<file path="src/rtl/serializer_pkg.sv">
// Shared types and widths for the byte-to-bit serializer.
package serializer_pkg;

  typedef enum logic [1:0] {
    IDLE,
    WAIT_READY,
    SEND,
    GAP
  } state_t;

  localparam int BYTE_W    = 8;
  localparam int BIT_CNT_W = 3;
  localparam int GAP_CNT_W = 4;

endpackage

</file>
<file path="src/rtl/serializer.sv">
// Shifts a parallel byte out LSB first, one strobed bit per SEND cycle,
// each followed by GAP_CYCLES idle cycles, once the downstream side is ready.
module serializer
  import serializer_pkg::*;
#(
  parameter int GAP_CYCLES = 1
) (
  input  logic              clock,
  input  logic              reset,
  input  logic [BYTE_W-1:0] byte_in,
  input  logic              valid_in,
  output logic              ready_out,
  input  logic              status_in,
  output logic              data_out,
  output logic              write_out,
  output logic              busy_out
);

  localparam logic [BIT_CNT_W-1:0] BIT_LAST = BIT_CNT_W'(BYTE_W - 1);
  localparam logic [GAP_CNT_W-1:0] GAP_LAST = GAP_CNT_W'(GAP_CYCLES - 1);

  state_t                 state;
  state_t                 next_state;
  logic [BYTE_W-1:0]      shift;
  logic [BIT_CNT_W-1:0]   bit_cnt;
  logic [GAP_CNT_W-1:0]   gap_cnt;

  always_ff @(posedge clock) begin
    if (reset) begin
      state   <= IDLE;
      shift   <= '0;
      bit_cnt <= '0;
      gap_cnt <= '0;
    end else begin
      state <= next_state;
      case (state)
        IDLE: begin
          if (valid_in) begin
            shift   <= byte_in;
            bit_cnt <= '0;
          end
        end
        SEND: begin
          shift   <= {1'b0, shift[BYTE_W-1:1]};
          bit_cnt <= bit_cnt + BIT_CNT_W'(1);
          gap_cnt <= '0;
        end
        GAP: begin
          gap_cnt <= gap_cnt + GAP_CNT_W'(1);
        end
        default: begin
        end
      endcase
    end
  end

  // Inside GAP the bit counter has already advanced; it wraps to 0 only
  // after the eighth bit, which marks the byte as finished.
  always_comb begin
    next_state = state;
    case (state)
      IDLE: begin
        if (valid_in) next_state = WAIT_READY;
      end
      WAIT_READY: begin
        if (status_in) next_state = SEND;
      end
      SEND: begin
        if (GAP_CYCLES > 0)          next_state = GAP;
        else if (bit_cnt != BIT_LAST) next_state = SEND;
        else                          next_state = IDLE;
      end
      GAP: begin
        if (gap_cnt == GAP_LAST) next_state = (bit_cnt == '0) ? IDLE : SEND;
      end
      default: next_state = IDLE;
    endcase
  end

  assign ready_out = (state == IDLE);
  assign busy_out  = (state != IDLE);
  assign write_out = (state == SEND);
  assign data_out  = (state == SEND) ? shift[0] : 1'b0;

endmodule
</file>
<file path="config.mk">
export PLATFORM = sky130hd
export DESIGN_NAME = serializer
export DESIGN_NICKNAME = d
export VERILOG_FILES = /design/src/rtl/serializer_pkg.sv /design/src/rtl/serializer.sv
export SDC_FILE = /design/constraint.sdc
export NUM_CORES = 1
export LEC_CHECK = 0
export CORE_AREA = 2 2 46 48
export DETAILED_ROUTE_END_ITERATION = 6
export DIE_AREA = 0 0 48 50
export GPL_TIMING_DRIVEN = 0
export HOLD_SLACK_MARGIN = 0.08
export PLACE_DENSITY_LB_ADDON = 0.08
export SETUP_SLACK_MARGIN = 0.05
export SLEW_MARGIN = 20
export SYNTH_ARGS = -nofsm -noshare
export SYNTH_HDL_FRONTEND = slang
export SYNTH_SLANG_ARGS = --single-unit
export TNS_END_PERCENT = 30
</file>
<file path="constraint.sdc">
create_clock -name clock -period 1.5 [get_ports clock]
set_input_delay 0.225 -clock clock [delete_from_list [all_inputs] [get_ports clock]]
set_output_delay 0.225 -clock clock [all_outputs]
set_load 0.01 [all_outputs]
</file>
### Word-level counts from Yosys, hierarchy flattened

Cells that the tools add are included.

| storage, ports and cells | value |
|---|---|
| input port bits | 12 |
| output and inout port bits | 4 |
| logic and storage cells | 31 |
| register bits after elaboration | 17 |

| operators by class | value |
|---|---|
| reduce and logical (&&, ||, !) cells | 8 |
| equal/unequal tests | 6 |
| mux-type cells | 11 |
| $add $sub $neg | 2 |

Operator list:

| operator | number |
|---|---|
| $pmux W8 S2 | 1 |
| $mux W2 | 4 |
| $mux W8 | 1 |
| $pmux W2 S4 | 1 |
| $pmux W4 S2 | 1 |
| $ne A2 B2 Y1 const B | 3 |
| $pmux W3 S2 | 1 |
| $reduce_bool A2 Y1 | 3 |
| $add A4 B1 Y4 const B | 1 |
| $eq A2 B2 Y1 const B | 2 |
| $logic_not A4 Y1 | 1 |
| $add A3 B1 Y3 const B | 1 |
| $logic_not A3 Y1 | 1 |
| $mux W3 | 1 |
| $reduce_and A3 Y1 | 1 |
| $eq A2 B1 Y1 const B | 1 |
| $logic_not A2 Y1 | 1 |
| $reduce_and A2 Y1 | 1 |
| $mux W1 | 1 |

### Longest topological paths before layout

| logic depth | value |
|---|---|
| word-level depth | 4 |
| gate-level depth with buffers | 5 |
| gate-level depth less buffers | 5 |

### Least setup slack after synthesis

No wires, ideal clock.

| path | value |
|---|---|
| path kind | register to register |
| start | register gap_cnt[0] |
| end | register state[0] |
| slack | 0.388 ns |
| library setup time | 0.141 ns |
| required time | 1.359 ns |
| period minus slack after synthesis | 1.112 ns |
| stages on the path, launching flop included | 6 |
| path buffers | 0 |
| data arrival time | 0.971 ns |
| cell sequence | dfxtp_1 -> inv_1 -> ha_1 -> inv_1 -> o311ai_1 -> a211oi_1 |

| on the way | value |
|---|---|
| word-level cells in the longest chain between the ends | 3 |

Ends and longest elaborated chain:

| what | line | source |
|---|---|---|
| start: declaration | serializer.sv:26 | `logic [GAP_CNT_W-1:0] gap_cnt;` |
| start signal: assignment | serializer.sv:49 | `gap_cnt <= gap_cnt + GAP_CNT_W'(1);` |
| $logic_not A4 Y1 | serializer.sv:74 | `if (gap_cnt == GAP_LAST) next_state = (bit_cnt == '0) ? IDLE : SEND;` |
| $ne A2 B2 Y1 (no line) | -- |  |
| $reduce_and A3 Y1 (no line) | -- |  |
| end signal: assignment | serializer.sv:35 | `state <= next_state;` |
| end: declaration | serializer.sv:22 | `state_t state;` |

No other way between the ends.
A chain may end at the register's enable or synchronous reset.

### Worst setup path in the final report

| path | value |
|---|---|
| start | register state[0] |
| end | output port write_out |

| on the way | value |
|---|---|
| word-level cells in the longest chain between the ends | 1 |

Ends and longest elaborated chain:

| what | line | source |
|---|---|---|
| $eq A2 B2 Y1 | serializer.sv:82 | `assign write_out = (state == SEND);` |
| end: declaration | serializer.sv:15 | `output logic write_out,` |

No other way between the ends.

==> results.py <==
metrics = {
    "status": {
        "status": "completed",
    },
    "synthesis": {
        "syn-num-nets": 108,
        "synth_ff_type": "dfxtp_1",
        "synth_edf_count": 0,
        "ys_ff_latch": 17,
        "syn_inst": 92,
        "yosysUniqueCellTypes": 33,
        "async_reset_ff_frac": 0,
        "netlist_area_um2": 913,
        "ys_seq_area_frac": 0.373,
        "syn_area_per_cell_um2": 9.93,
        "yosysWarningCount": 0,
    },
    "route": {
        "routed_wl_um": 1790,
        "drt_iter0_drc": 8,
        "drt_pass1_iterations": 4,
        "wire_per_inst_um": 12.9,
        "drc_errors": 0,
        "routed_via_density": 5.27,
        "vias": 727,
        "ant_nets": 0,
    },
    "worst_setup_path": {
        "crit_arrival_ns": 1.19,
        "startpoint": "state[0]",
        "r2r-start": "gap_cnt[0]",
        "path_max_fanout": 7,
        "crit_path_end_kind": "primary output",
        "r2r_cells": 5,
        "ff2ff_setup_slack_ns": 0.21,
        "timing.rr.end": "state[0]",
        "startpoint_type": "register",
        "crit_type": "reg -> out",
        "worstPathRequired_ns": 1.27,
    },
    "timing": {
        "rsz0062_at_grt": "yes",
        "max-slew-margin-rel": 0.677,
        "skew_ns": 0.00340,
        "timing.fmax_ghz": 0.704,
        "hold_viol": 0,
        "timing.hold.ws_ns": 0.245,
        "slew_violations": 0,
        "min_period_ns": 1.42,
        "setup_viol": 0,
        "fin_crit_sh": 0.947,
        "tightest_slew_ns": 0.476,
    },
    "die": {
        "dieArea_mm2": 0.00240,
        "core_area_mm2": 0.00190,
        "start_util": 0.480,
        "ioPinCount": 16,
        "fp.dieW_um": 48,
        "rows": 16,
        "chipHeight_um": 50,
    },
    "min_path": {
        "hold_end": "state[1]",
        "min_delay_path_depth": 2,
        "min_from": "reset",
        "min_path_type": "in -> reg",
    },
    "finish": {
        "layout.nets": 128,
        "n_fill_cell": 185,
        "drive_gt1_frac": 0.252,
        "area_delta_synth_final_pct": 24.7,
        "antenna_cells": 0,
    },
    "global_routing": {
        "antenna_found_initial": 0,
        "grt_overflow": 0,
        "grt_max_degree": 11,
        "grt_pass1_vias": 642,
        "grt_first_pass_wirelength_um": 3020,
        "grt_usage": 0.173,
    },
    "placed_design": {
        "io_buffer_count": 14,
        "hpwl_um": 1310,
        "gp_congestion": 0.729,
    },
    "power_and_ir_drop": {
        "peakVddDrop_mv": 0.489,
        "total_power_w": 0.00100,
        "leakage_nw": 0.431,
        "powerDensity_mw_per_mm2": 883,
    },
    "clocking": {
        "clock_latency_ns": 0.29,
        "cts_tree": "done",
        "clock_path_buffers": 2,
        "clk_pin_slew_ns": 0.10,
        "cts_root_buf": "clkbuf_4",
        "h-tree-depth": 1,
        "cts.sinks": 17,
        "numCtsBuffers": 3,
        "hold_buffers": 0,
    },
    "flow_run": {
        "max_cap_viol_count": 0,
    },
}
-- worst max-delay path, cell delays in order (launching register included) --
cell           delay [ns]
dfxtp_4              0.38
nor2b_1              0.11
buf_4                0.16
dlygate4sd2_1        0.27
-- worst max path at each step --
stage                      endpoint  slack (ns)  cells past startpoint
after CTS                  busy_out        0.04                      4
after global routing      write_out        0.01                      3
final                     write_out        0.08                      3
after floorplan            state[0]        0.39                      5
after global placement     data_out       -0.02                      4
after detailed placement   shift[1]       -0.05                      6
-- repair_timing --
| action | in CTS | in global routing |
|---|---|---|
| setup buffers | 1 | 0 |
| setup endpoints to repair | 4 | 4 |
| resized for setup | 15 | 2 |
| cloned | 0 | 0 |
-- cell families after synthesis --
kind of cell    share of synthesized area
flops                               0.373
fa+ha+maj                          0.0548
xor+xnor                          0.00959
buf+inv                             0.105
mux                                0.0877
compound gates                      0.238
simple gates                        0.132
-- routing by layer --
metal | wire length (µm) | vias to the layer above | GRT usage
met5 | 0 | - | 0
met4 | 19 | 0 | 0.0405
met2 | 890 | 8 | 0.253
met1 | 828 | 352 | 0.256
met3 | 47 | 4 | 0.0330
li1 | - | 363 | -
-- area by class of cell --
cell class | count | area (µm²) | share of cell area
buffer | 8 | 82.6 | 0.0725
clock buffer | 4 | 26.3 | 0.0231
inverter | 7 | 26.3 | 0.0231
multi-input combinational | 60 | 484 | 0.425
sequential | 17 | 345 | 0.303
tap | 27 | 33.8 | 0.0297
timing repair buffer | 15 | 140 | 0.123
-- through the flow --
stage / util / setup TNS, ns / cell area [µm²] / setup WS [ns] / std cells
6_report: 0.599 / 0 / 1140 / 0.0802 / 138
5_1_grt: 0.599 / 0 / 1140 / 0.0147 / 138
4_1_cts: 0.595 / 0 / 1130 / 0.0442 / 138
3_5_place_dp: 0.572 / -0.119 / 1090 / -0.0524 / 133
3_3_place_gp: 0.572 / -0.0220 / 1090 / -0.0162 / 133
2_1_floorplan: - / 0 / 913 / 0.388 / 92
-- synthesized netlist by cell type, types with 2 or more instances --
master / number / area [µm²]
dfxtp_1: 17 / 340
nor2_1: 10 / 37.5
a211oi_2: 8 / 100
mux2i_1: 8 / 80.1
inv_1: 6 / 22.5
a21oi_1: 4 / 20.0
ha_1: 4 / 50.1
buf_2: 3 / 15.0
buf_6: 2 / 22.5
nand2_1: 2 / 7.51
nand3_1: 2 / 10.0
nand4b_1: 2 / 17.5
nor2b_1: 2 / 12.5
nor3_1: 2 / 10.0
o21ai_0: 2 / 10.0
-- placed cells by master, fill, tap and decap left out, drive strengths merged, types with 2 or more instances in the layout --
master | Yosys | layout
dfxtp | 17 | 17
nor2 | 11 | 11
clkdlybuf4s50 | 0 | 10
a211oi | 9 | 9
buf | 7 | 9
mux2i | 8 | 8
inv | 7 | 7
clkbuf | 1 | 5
a21oi | 4 | 4
ha | 4 | 4
nor2b | 2 | 2
nor3 | 2 | 2
o21ai | 2 | 2
nand4b | 2 | 2
nand2 | 2 | 2
nand3 | 2 | 2
dlygate4sd2 | 0 | 2
-- state kept, by name, summed over array words and instances (netlist names) --
register and flops:
shift 8, gap_cnt 4, bit_cnt 3, state 2
-- power by group --
part	switching (W)	internal [W]	total, W
sequential	0.0000219	0.000484	0.000506
combinational	0.000124	0.000132	0.000256
clock	0.000140	0.000103	0.000243
total	0.000286	0.000719	0.00100
Note: power is estimated with default switching activity, not from simulation.
==> RTL edit: new RTL, same settings <==
Set the package constant `BIT_CNT_W` to 6 (it was 3).
--- a/src/rtl/serializer_pkg.sv
+++ b/src/rtl/serializer_pkg.sv
@@ -11,3 +11,3 @@
   localparam int BYTE_W    = 8;
-  localparam int BIT_CNT_W = 3;
+  localparam int BIT_CNT_W = 6;
   localparam int GAP_CNT_W = 4;
Behaviour: no difference found for any inputs over 10 cycles, from zero or initial values and one cycle with reset high; that may be too few to reach the edited logic, so the function may still have changed.
==> RTL edit against the unedited design <==
Total power is 7.0% higher; setup slack better by 0.013 ns; sequential power increased by 15%; sequential cell count is 3 higher; routed wire length increased by 14%; global-route usage up 2.1 points; synthesized area is 9.2% higher; final area rose by 8.2%; utilization is 4.9 points higher; critical path type unchanged; critical endpoint is now data_out; largest power group unchanged; highest routed layer unchanged.
==> RTL edit: results (changes against the unedited design) <==
adder-cell share of the synthesized area 5.02% (was 5.48%); Vias 894 (was 727); Seq area share 32.9% (was 30.3%); multi-input combinational area share 42.6% (was 42.5%); FILL cells 172 (was 185); NonClk Buf Share 17.3% (was 19.6%); Port Buf Inserts 15 (was 14); pwr dens 872 nW/um^2 (was 883 nW/um^2); XOR/XNOR Fraction of Synth Area 0.878% (was 0.959%); Peak VDD IR 575 uV (was 489 uV); gr usage total 19.4% (was 17.3%); status completed (unchanged); register area share after synthesis 40.2% (was 37.3%); Inverters, non-clock 8 (was 7); Clk Latency, worst-skew pair 0.31 ns (was 0.29 ns); Area contributors post-synth dfxtp_1 (40%), a211oi_1 (6.0%), nor2_1 (5.6%), a21oi_1 (5.5%), ha_1 (5.0%) (was dfxtp_1 (37%), a211oi_2 (11%), mux2i_1 (8.8%), ha_1 (5.5%), nor2_1 (4.1%)); multi-input gates 84 (was 60); dpl ws -0.238 ns (was -0.0524 ns); DPL Wire Length 1.44 mm (was 1.31 mm); post-synthesis compound-gate area fraction 19.6% (was 23.8%); Yosys cell types 34 (was 33); Signal buffers 25 (was 23); synthesized area per cell 8.31 um^2 (was 9.93 um^2); critical-path maximum fanout 5 (was 7); nets@finish 158 (was 128); wl on met1 977 um (was 828 um); largest registers shift: 8 flops, bit_cnt: 6 flops, gap_cnt: 4 flops (was shift: 8 flops, gap_cnt: 4 flops, bit_cnt: 3 flops); DRT iter0 DRCs 15 (was 8); WL met2 922 um (was 890 um); Worst slew margin 65.4% (was 67.7%); Post-synth top cells dfxtp_1 (20), nor2_1 (15), nand2_1 (13) (was dfxtp_1 (17), nor2_1 (10), a211oi_2 (8), mux2i_1 (8), inv_1 (6)); routing usage on met1 26.1% (was 25.6%); syn_nets 136 (was 108)
-- RTL edit: changes by cell type in the layout (fill, tap and decap cells not counted), moves of 3 or more --
cell	delta
dfxtp_1	+3
a211oi_1	+7
a21oi_1	+7
nand2_1	+11
mux2_2	+3
mux2i_1	-8
a211oi_2	-8
nor2_1	+6
-- RTL edit: critical path, cell delays in order, from the launching register on --
cell	delay, ns
dfxtp_2	0.33
nand2b_4	0.14
inv_4	0.08
buf_6	0.10
and2_4	0.13
buf_6	0.09
-- RTL edit: final timing paths --
path	start	end	slack (ns)	depth (start not counted)
setup / recovery	state[0]	data_out	0.09	5
hold reg to reg	shift[6]	shift[5]	0.49	2
setup reg to reg	state[0]	bit_cnt[5]	0.21	4
hold / removal	byte_in[0]	shift[0]	0.45	3
-- RTL edit: power by group --
group | switching (W) | internal (W) | leakage (nW)
sequential | 0.0000196 | 0.000564 | 0.164
clock | 0.000168 | 0.0000941 | 0.0138
combinational | 0.000117 | 0.000112 | 0.325
total | 0.000304 | 0.000771 | 0.503
